`src/rtl/insn_fetch_unit.sv`:
```
// Fetch stage: holds the PC, fetches over req/ack, latches the instruction.
// Define IFU_TIMEOUT_EN to add a fetch watchdog that faults after TIMEOUT_CYC cycles.
module insn_fetch_unit #(
    parameter int unsigned     XLEN        = 32,
    parameter logic [XLEN-1:0] RESET_PC    = 'h0000_0000,
    parameter logic [XLEN-1:0] NOP_INSN    = 'h0000_0013,
    parameter int unsigned     TIMEOUT_CYC = 16
) (
    input  logic            clk,
    input  logic            reset,
    input  logic            advance,
    input  logic            pc_next_sel,
    input  logic [XLEN-1:0] pc_target,
    output logic            imem_req,
    output logic [XLEN-1:0] imem_addr,
    input  logic [XLEN-1:0] imem_rdata,
    input  logic            imem_ack,
    output logic [XLEN-1:0] insn,
    output logic [6:0]      opcode,
    output logic [2:0]      func3,
    output logic            func7,
    output logic [XLEN-1:0] pc,
    output logic [XLEN-1:0] pc_plus4,
    output logic            insn_valid,
    output logic            fetch_fault
);

    typedef enum logic [1:0] {
        BOOT,
        FETCH,
        VALID,
        FAULT
    } state_t;

    state_t          state_q, state_d;
    logic [XLEN-1:0] pc_q, pc_d;
    logic [XLEN-1:0] insn_q, insn_d;
    logic            misaligned;

`ifdef IFU_TIMEOUT_EN
    localparam int unsigned CNT_W = $clog2(TIMEOUT_CYC + 1);
    localparam logic [CNT_W-1:0] CNT_LAST = CNT_W'(TIMEOUT_CYC - 1);

    logic [CNT_W-1:0] cnt_q, cnt_d;
`else
    logic unused_cfg;
    assign unused_cfg = |TIMEOUT_CYC;
`endif

    assign pc_plus4   = pc_q + XLEN'(4);
    assign misaligned = pc_next_sel && (pc_target[1:0] != 2'b00);

    always_comb begin
        state_d = state_q;
        pc_d    = pc_q;
        insn_d  = insn_q;
`ifdef IFU_TIMEOUT_EN
        cnt_d   = cnt_q;
`endif
        unique case (state_q)
            BOOT: begin
                state_d = FETCH;
`ifdef IFU_TIMEOUT_EN
                cnt_d   = '0;
`endif
            end
            FETCH: begin
                if (imem_ack) begin
                    insn_d  = imem_rdata;
                    state_d = VALID;
                end
`ifdef IFU_TIMEOUT_EN
                else if (cnt_q == CNT_LAST) begin
                    state_d = FAULT;
                end else begin
                    cnt_d = cnt_q + 1'b1;
                end
`endif
            end
            VALID: begin
`ifdef IFU_TIMEOUT_EN
                cnt_d = '0;
`endif
                if (advance) begin
                    // A misaligned target keeps the faulting insn's PC.
                    if (misaligned) begin
                        state_d = FAULT;
                    end else begin
                        pc_d    = pc_next_sel ? pc_target : pc_plus4;
                        state_d = FETCH;
                    end
                end
            end
            FAULT: begin
                state_d = FAULT;
            end
        endcase
    end

    always_ff @(posedge clk) begin
        if (reset) begin
            state_q <= BOOT;
            pc_q    <= RESET_PC;
            insn_q  <= NOP_INSN;
`ifdef IFU_TIMEOUT_EN
            cnt_q   <= '0;
`endif
        end else begin
            state_q <= state_d;
            pc_q    <= pc_d;
            insn_q  <= insn_d;
`ifdef IFU_TIMEOUT_EN
            cnt_q   <= cnt_d;
`endif
        end
    end

    assign imem_req    = (state_q == FETCH);
    assign imem_addr   = pc_q;
    assign insn        = insn_q;
    assign opcode      = insn_q[6:0];
    assign func3       = insn_q[14:12];
    assign func7       = insn_q[30];
    assign pc          = pc_q;
    assign insn_valid  = (state_q == VALID);
    assign fetch_fault = (state_q == FAULT);

endmodule

```
`config.mk`:
```
export PLATFORM = sky130hd
export DESIGN_NAME = insn_fetch_unit
export DESIGN_NICKNAME = d
export VERILOG_FILES = /design/src/rtl/insn_fetch_unit.sv
export SDC_FILE = /design/constraint.sdc
export NUM_CORES = 1
export LEC_CHECK = 0
export CAP_MARGIN = 20
export CORE_UTILIZATION = 42
export CTS_BUF_LIST = sky130_fd_sc_hd__clkbuf_8 sky130_fd_sc_hd__clkbuf_16
export DETAILED_ROUTE_END_ITERATION = 8
export PLACE_DENSITY = 0.83
export SYNTH_ARGS = -nofsm -noshare
export SYNTH_HDL_FRONTEND = slang
export SYNTH_SLANG_ARGS = --single-unit
export TNS_END_PERCENT = 50
```
`constraint.sdc`:
```
create_clock -name clk -period 3.15 [get_ports clk]
set_clock_uncertainty 0.2 [all_clocks]
set_input_delay 0.4725 -clock clk [delete_from_list [all_inputs] [get_ports clk]]
set_output_delay 0.4725 -clock clk [all_outputs]
set_load 0.05 [all_outputs]
```
==> metrics.txt, run 1 <==
Reg2Reg Depth 6; Startpoint Class register; gpl congestion 0.901; Fin Hold WS 0.258 ns; Routed Antenna Nets 0; Post-synth ARST share 0; Post-synth EDFFs 0; Starting Density 0.443; Synth top cells by count 97 x nand2_1, 66 x dfxtp_1, 51 x a21oi_1; PD cells 320 nW/um^2; yosys warns 0; peak supply drop 0.000152 V; cells after synthesis 470; Final period util 0.968; highest clock rate 328 MHz; DR WL/cell 16.5 um; CTS Root Cell clkbuf_8; I/O pin cnt 211; DIE WIDTH 95.7 um; Synth area leader dfxtp_1; # hold bufs at CTS 0; H-tree depth 3; Setup crit end kind primary output; number of diodes 0; Sw Pwr 600 uW; vias in the first global route 3813; Reg clk slew, reported paths 0.08 ns; IO Port Bufs 210; clk sinks 66; clock buffer depth 2; total CTS buffers 9; sw frac 0.314; final cell count without fillers 742; via count 4038; synthesized flop and latch total 66; DRT iter0 DRCs 207; critical path's slowest cell dfxtp_1; maxcap violations 0; Worst Path Max Fanout 9; CP required 2.48 ns; Synth-to-Final Area Change 61.8%; Pleak 0.00227 uW; Clk network pwr share 0.325; CP peak stage delay 0.55 ns; most common cell in the netlist nand2_1; Final #Nets 702; Comb pwr share 0.213; status finished, final reports clean; antenna violations before repair 0; critical path class register to primary output; Pins Over Slew Limit 0; sequential share of power 0.462; WP buf/inv 2; router iterations before antenna repair 5; net count after synthesis 540; final setup fails 0; largest net degree at the start of global routing 40; Die Area 9170 sq um; global route total overflow 0; first-pass GRT wire length 18600 um; CP Depth 6; Unique masters post-synth 52; worst min path class register to register; final worst slack 0.100 ns; Final HPWL DP 9010 um; DP Worst Slack 0.412 ns; worst path arrival time 2.38 ns; mapped cell area 3690 sq um; Placed Cells 726; Final Critical Period 3.05 ns; overall track demand over capacity in global routing 0.264; Internal 1310 uW; Final Core Density 0.716; Top Family by Delay on Critical Path simple AND/OR/NAND/NOR gates; CP Cell Sequence nand4_4, nor3_2, buf_4, and3_2, xor2_1, buf_12; Routed WL 12300 um; Fill cells 633; share of the synthesized area in the top cell type 0.358; leading register cell type out of synthesis dfxtp_1; CTS tree done; post-synthesis area per instance 7.85 sq um; Resize count post-CTS 0; sequential area share after synthesis 0.358; Core ar. 8340 sq um; # DRC 0; unrepaired setup endpoints after global routing no; Rows 33; Area contributors post-synth dfxtp_1 36%, nand2_1 9.9%, buf_4 9.4%; Worst Hold Depth 2; via/cell ratio 5.44; Skew-Pair Late Insertion Delay 0.34 ns; Max-slew headroom 0.468; worst slew pin tran 0.798 ns; Die Y 95.7 um; Final Hold Fails 0; layout cells sized above 1 0.130; Setup Buffers After CTS 0
-- worst min-delay path: cells and delay by family (launching register included) --
| family | cells | cell delay [ns] |
|---|---|---|
| flip-flops | 1 | 0.31 |
| AND/OR/NAND/NOR | 1 | 0.05 |
| AO/OA/AOI/OAI | 1 | 0.05 |
-- state kept, by name, summed over array words and instances, names as in the netlist --
name	flops
state_q	2
imem_addr	32
insn	32
-- metal layers --
| layer | vias up | wire length, um | track usage |
|---|---|---|---|
| li1 | 1900 | - | - |
| met1 | 1869 | 4720 | 0.310 |
| met2 | 242 | 6040 | 0.456 |
| met3 | 27 | 1140 | 0.0569 |
| met4 | 0 | 349 | 0.127 |
| met5 | - | 0 | 0 |
-- cells by family (layout without fill, tap and decap cells) --
kind of cell,Yosys count,in the layout,synth area share
simple gates,196,196,0.280
compound gates,101,101,0.163
fa+ha+maj,1,1,0.00339
buf+inv,78,245,0.129
flops,66,66,0.358
xor+xnor,28,28,0.0664
-- path summary, 6_finish.rpt --
| kind | from | endpoint | slack, ns |
|---|---|---|---|
| setup / recovery | imem_addr[5] | pc_plus4[13] | 0.10 |
| hold / removal | insn[9] | insn[9] | 0.26 |
| setup reg to reg | imem_addr[5] | imem_addr[13] | 0.89 |
| hold reg to reg | insn[9] | insn[9] | 0.26 |
-- per-stage QoR --
step,instance area [sq um],total power [uW],TNS [ns]
6_report,5970,1910,0
4_1_cts,5950,1930,0
2_1_floorplan,3740,1130,-0.263
3_3_place_gp,5780,1300,0
3_5_place_dp,5780,1310,0
5_1_grt,5970,1990,0
-- area by class of cell --
cell class                 instances  area (sq um)  area share
inverter                           6          22.5     0.00377
multi-input combinational        326          1960       0.328
clock buffer                       9           124      0.0207
clock inverter                     7          46.3     0.00775
sequential                        66          1320       0.221
timing repair buffer             223          2360       0.396
tap                              105           131      0.0220
-- power groups by stage --
stage	sequential [uW]	clock (uW)	combinational, uW
after global placement	900	0	403
after floorplan	980	0	150
after global routing	886	671	431
final	882	622	408
after detailed placement	902	0	407
after CTS	882	643	409
-- layout by cell type (no fill, tap or decap), types with 3 or more instances in the layout --
cell type        count
nand3_2              3
o21ai_0             15
clkbuf_8             9
nand3_1             20
dfxtp_1             65
xnor2_1             15
buf_4               18
and2_1               4
o311ai_1             3
xor2_1               6
nor3_1               6
clkinvlp_4           3
a31oi_1              5
inv_1                6
nor4_4               3
nand4_1              8
buf_12              18
and3_1               3
nand3b_1             5
nor2b_1              3
nor2_2               3
a21o_1              10
xnor2_2              7
nand2_1             97
clkdlybuf4s50_1    185
a21oi_1             51
nor2_1              18
clkinv_2             3
or3_1                3
(Power assumes the default switching activity.)
==> run 2: changes to the inputs <==
--- a/config.mk
+++ b/config.mk
@@ -9,6 +9,7 @@
 export CORE_UTILIZATION = 42
 export CTS_BUF_LIST = sky130_fd_sc_hd__clkbuf_8 sky130_fd_sc_hd__clkbuf_16
 export DETAILED_ROUTE_END_ITERATION = 8
+export GPL_TIMING_DRIVEN = 0
 export PLACE_DENSITY = 0.83
 export SYNTH_ARGS = -nofsm -noshare
 export SYNTH_HDL_FRONTEND = slang
==> run 2 against run 1 <==
  * Fmax hardly changed
  * Die area did not move
  * Hold slack worse by 0.0048 ns
  * Largest cell class unchanged
  * Largest power group unchanged
  * Cell count grew 8.0%
==> metrics.txt, run 2 (synthesis results as in run 1) <==
Rows 33 (unchanged); first-pass GRT wire length 19400 um (was 18600 um); via/cell ratio 5.18 (was 5.44); highest clock rate 328 MHz (about the same); Reg-to-Reg Start state_q[1] (was imem_addr[5]); largest net degree at the start of global routing 13 (was 40); clock buffer depth 2 (unchanged); GR peak layer met2 (unchanged); CP peak stage delay 0.45 ns (was 0.55 ns); Core ar. 8340 sq um (unchanged); Final #Nets 761 (was 702); DR WL/cell 15.7 um (was 16.5 um); worst min path class register to register (unchanged); Pins Over Slew Limit 0 (unchanged); critical path's slowest cell dfxtp_2 (was dfxtp_1); Most Frequent Cell on Critical Path nand2_1; maxcap violations 0 (unchanged); Final Hold Fails 0 (unchanged); antenna violations before repair 0 (unchanged); Top Family by Delay on Critical Path buffers and inverters (was simple AND/OR/NAND/NOR gates); design area 6140 sq um (was 5970 sq um); final setup fails 0 (unchanged); Die Area 9170 sq um (unchanged); M3 GR Usage 0.0506 (was 0.0569); CTS Root Cell clkbuf_8 (unchanged); grt met1 use 0.320 (was 0.310); peak supply drop 0.000229 V (was 0.000152 V); Skew-Pair Late Insertion Delay 0.34 ns (about the same); via count 4150 (was 4038); layout cells sized above 1 0.172 (was 0.130); number of diodes 0 (unchanged); final cell count without fillers 801 (was 742); Startpoint Class register (unchanged); CP Cell Sequence ha_2, nand2_1, nor4_2, buf_4, nand2_1, xnor2_1, clkdlybuf4s18_2 (was nand4_4, nor3_2, buf_4, and3_2, xor2_1, buf_12); global route total overflow 0 (unchanged); overall track demand over capacity in global routing 0.274 (was 0.264); Final period util 0.969 (was 0.968); status finished, final reports clean (unchanged); WP buf/inv 2 (unchanged); overall power 2060 uW (was 1910 uW); vias in the first global route 4031 (was 3813); CP required 2.48 ns (about the same); Synth-to-Final Area Change 66.3% (was 61.8%); hold_sp insn[15] (was insn[9]); Final Critical Period 3.05 ns (about the same); CTS tree done (unchanged); Routed WL 12600 um (was 12300 um); clk sinks 66 (unchanged); Crit. Startpoint imem_addr[2] (was imem_addr[5]); Routed Antenna Nets 0 (unchanged); critical path class register to primary output (unchanged); PD cells 335 nW/um^2 (was 320 nW/um^2); router iterations before antenna repair 5 (unchanged); H-tree depth 3 (unchanged); Final HPWL DP 9670 um (was 9010 um); most frequent cells in the layout 186 x clkdlybuf4s50_1, 97 x nand2_1, 63 x dfxtp_1, 51 x a21oi_1, 48 x buf_4 (was 185 x clkdlybuf4s50_1, 97 x nand2_1, 65 x dfxtp_1, 51 x a21oi_1, 20 x nand3_1); Reg clk slew, reported paths 0.08 ns (about the same); total CTS buffers 9 (unchanged); Placed Area 5960 sq um (was 5780 sq um); Placed Cells 784 (was 726); most common cell after layout, fill and taps aside clkdlybuf4s50_1 (unchanged); Starting Density 0.443 (unchanged); DIE WIDTH 95.7 um (unchanged); gpl congestion 0.865 (was 0.901); Max-slew headroom 0.311 (was 0.468); unrepaired setup endpoints after global routing yes (was no); Setup crit end kind primary output (unchanged); routing usage on met2 0.490 (was 0.456); # DRC 0 (unchanged); worst slew pin tran 1.03 ns (was 0.798 ns); Fill cells 646 (was 633); I/O pin cnt 211 (unchanged); worst path arrival time 2.38 ns (about the same); Worst Path Max Fanout 10 (was 9); Die Y 95.7 um (unchanged); DRT iter0 DRCs 132 (was 207); # hold bufs at CTS 0 (unchanged); Pleak 0.00246 uW (was 0.00227 uW); IO Port Bufs 209 (was 210)
==> run 2: changes by cell type in the layout (fill, tap and decap cells not counted), moves of 3 or more <==
cell and change:
clkbuf_1 +19, clkbuf_2 +6, buf_12 -18, buf_4 +30, buf_2 +11, clkdlybuf4s15_2 +3
==> run 2: layout make-up <==
| type | count | area (sq um) | share of cell area |
|---|---|---|---|
| Multi-Input combinational cell | 326 | 1960 | 0.319 |
| Inverter | 6 | 22.5 | 0.00367 |
| Sequential cell | 66 | 1330 | 0.216 |
| Clock inverter | 5 | 60.1 | 0.00978 |
| Clock buffer | 11 | 151 | 0.0247 |
| Timing Repair Buffer | 211 | 2040 | 0.332 |
| Buffer | 71 | 452 | 0.0736 |
| Tap cell | 105 | 131 | 0.0214 |
==> run 2: worst reg2reg max path: stages (launching register included) <==
cell      delay, ns
dfxtp_1        0.48
nand3b_1       0.24
nor4b_2        0.93
a222oi_1       0.28
nor2_1         0.12
==> run 2: worst paths after layout <==
kind,slack (ns),cells after the start,endpoint
hold reg to reg,0.25,2,insn[15]
hold / removal,0.25,2,insn[15]
setup reg to reg,0.85,4,imem_addr[7]
setup / recovery,0.1,7,pc_plus4[16]
==> run 2: layer usage <==
metal  part of all wire  routed length (um)  up-vias
met3              0.084                1060       21
met4              0.021                 259        0
met1               0.39                4950     1925
met2               0.50                6330      189
li1                   -                   -     2015
met5                  0                   0        -
==> run 2: report_power, final <==
part           internal (uW)  switching [uW]
Clock                    413             344
Combinational            178             240
Sequential               860            23.0
Total                   1450             607
==> run 2: per-stage QoR <==
step / hold slack, ns / utilization / worst slack, ns / setup TNS [ns]
2_1_floorplan: 0.311 / - / -0.107 / -0.263
5_1_grt: 0.280 / 0.736 / -0.0251 / -0.0251
6_report: 0.253 / 0.736 / 0.0991 / 0
3_3_place_gp: 0.242 / 0.715 / -0.364 / -2.80
4_1_cts: 0.258 / 0.740 / 0.00156 / 0
3_5_place_dp: 0.248 / 0.715 / -0.419 / -2.96
==> run 2: repair_timing <==
item,in CTS,in global routing
endpoints found under the setup margin,23,20
gates resized for setup,60,28
pin swaps,0,1
buffers inserted,0,2
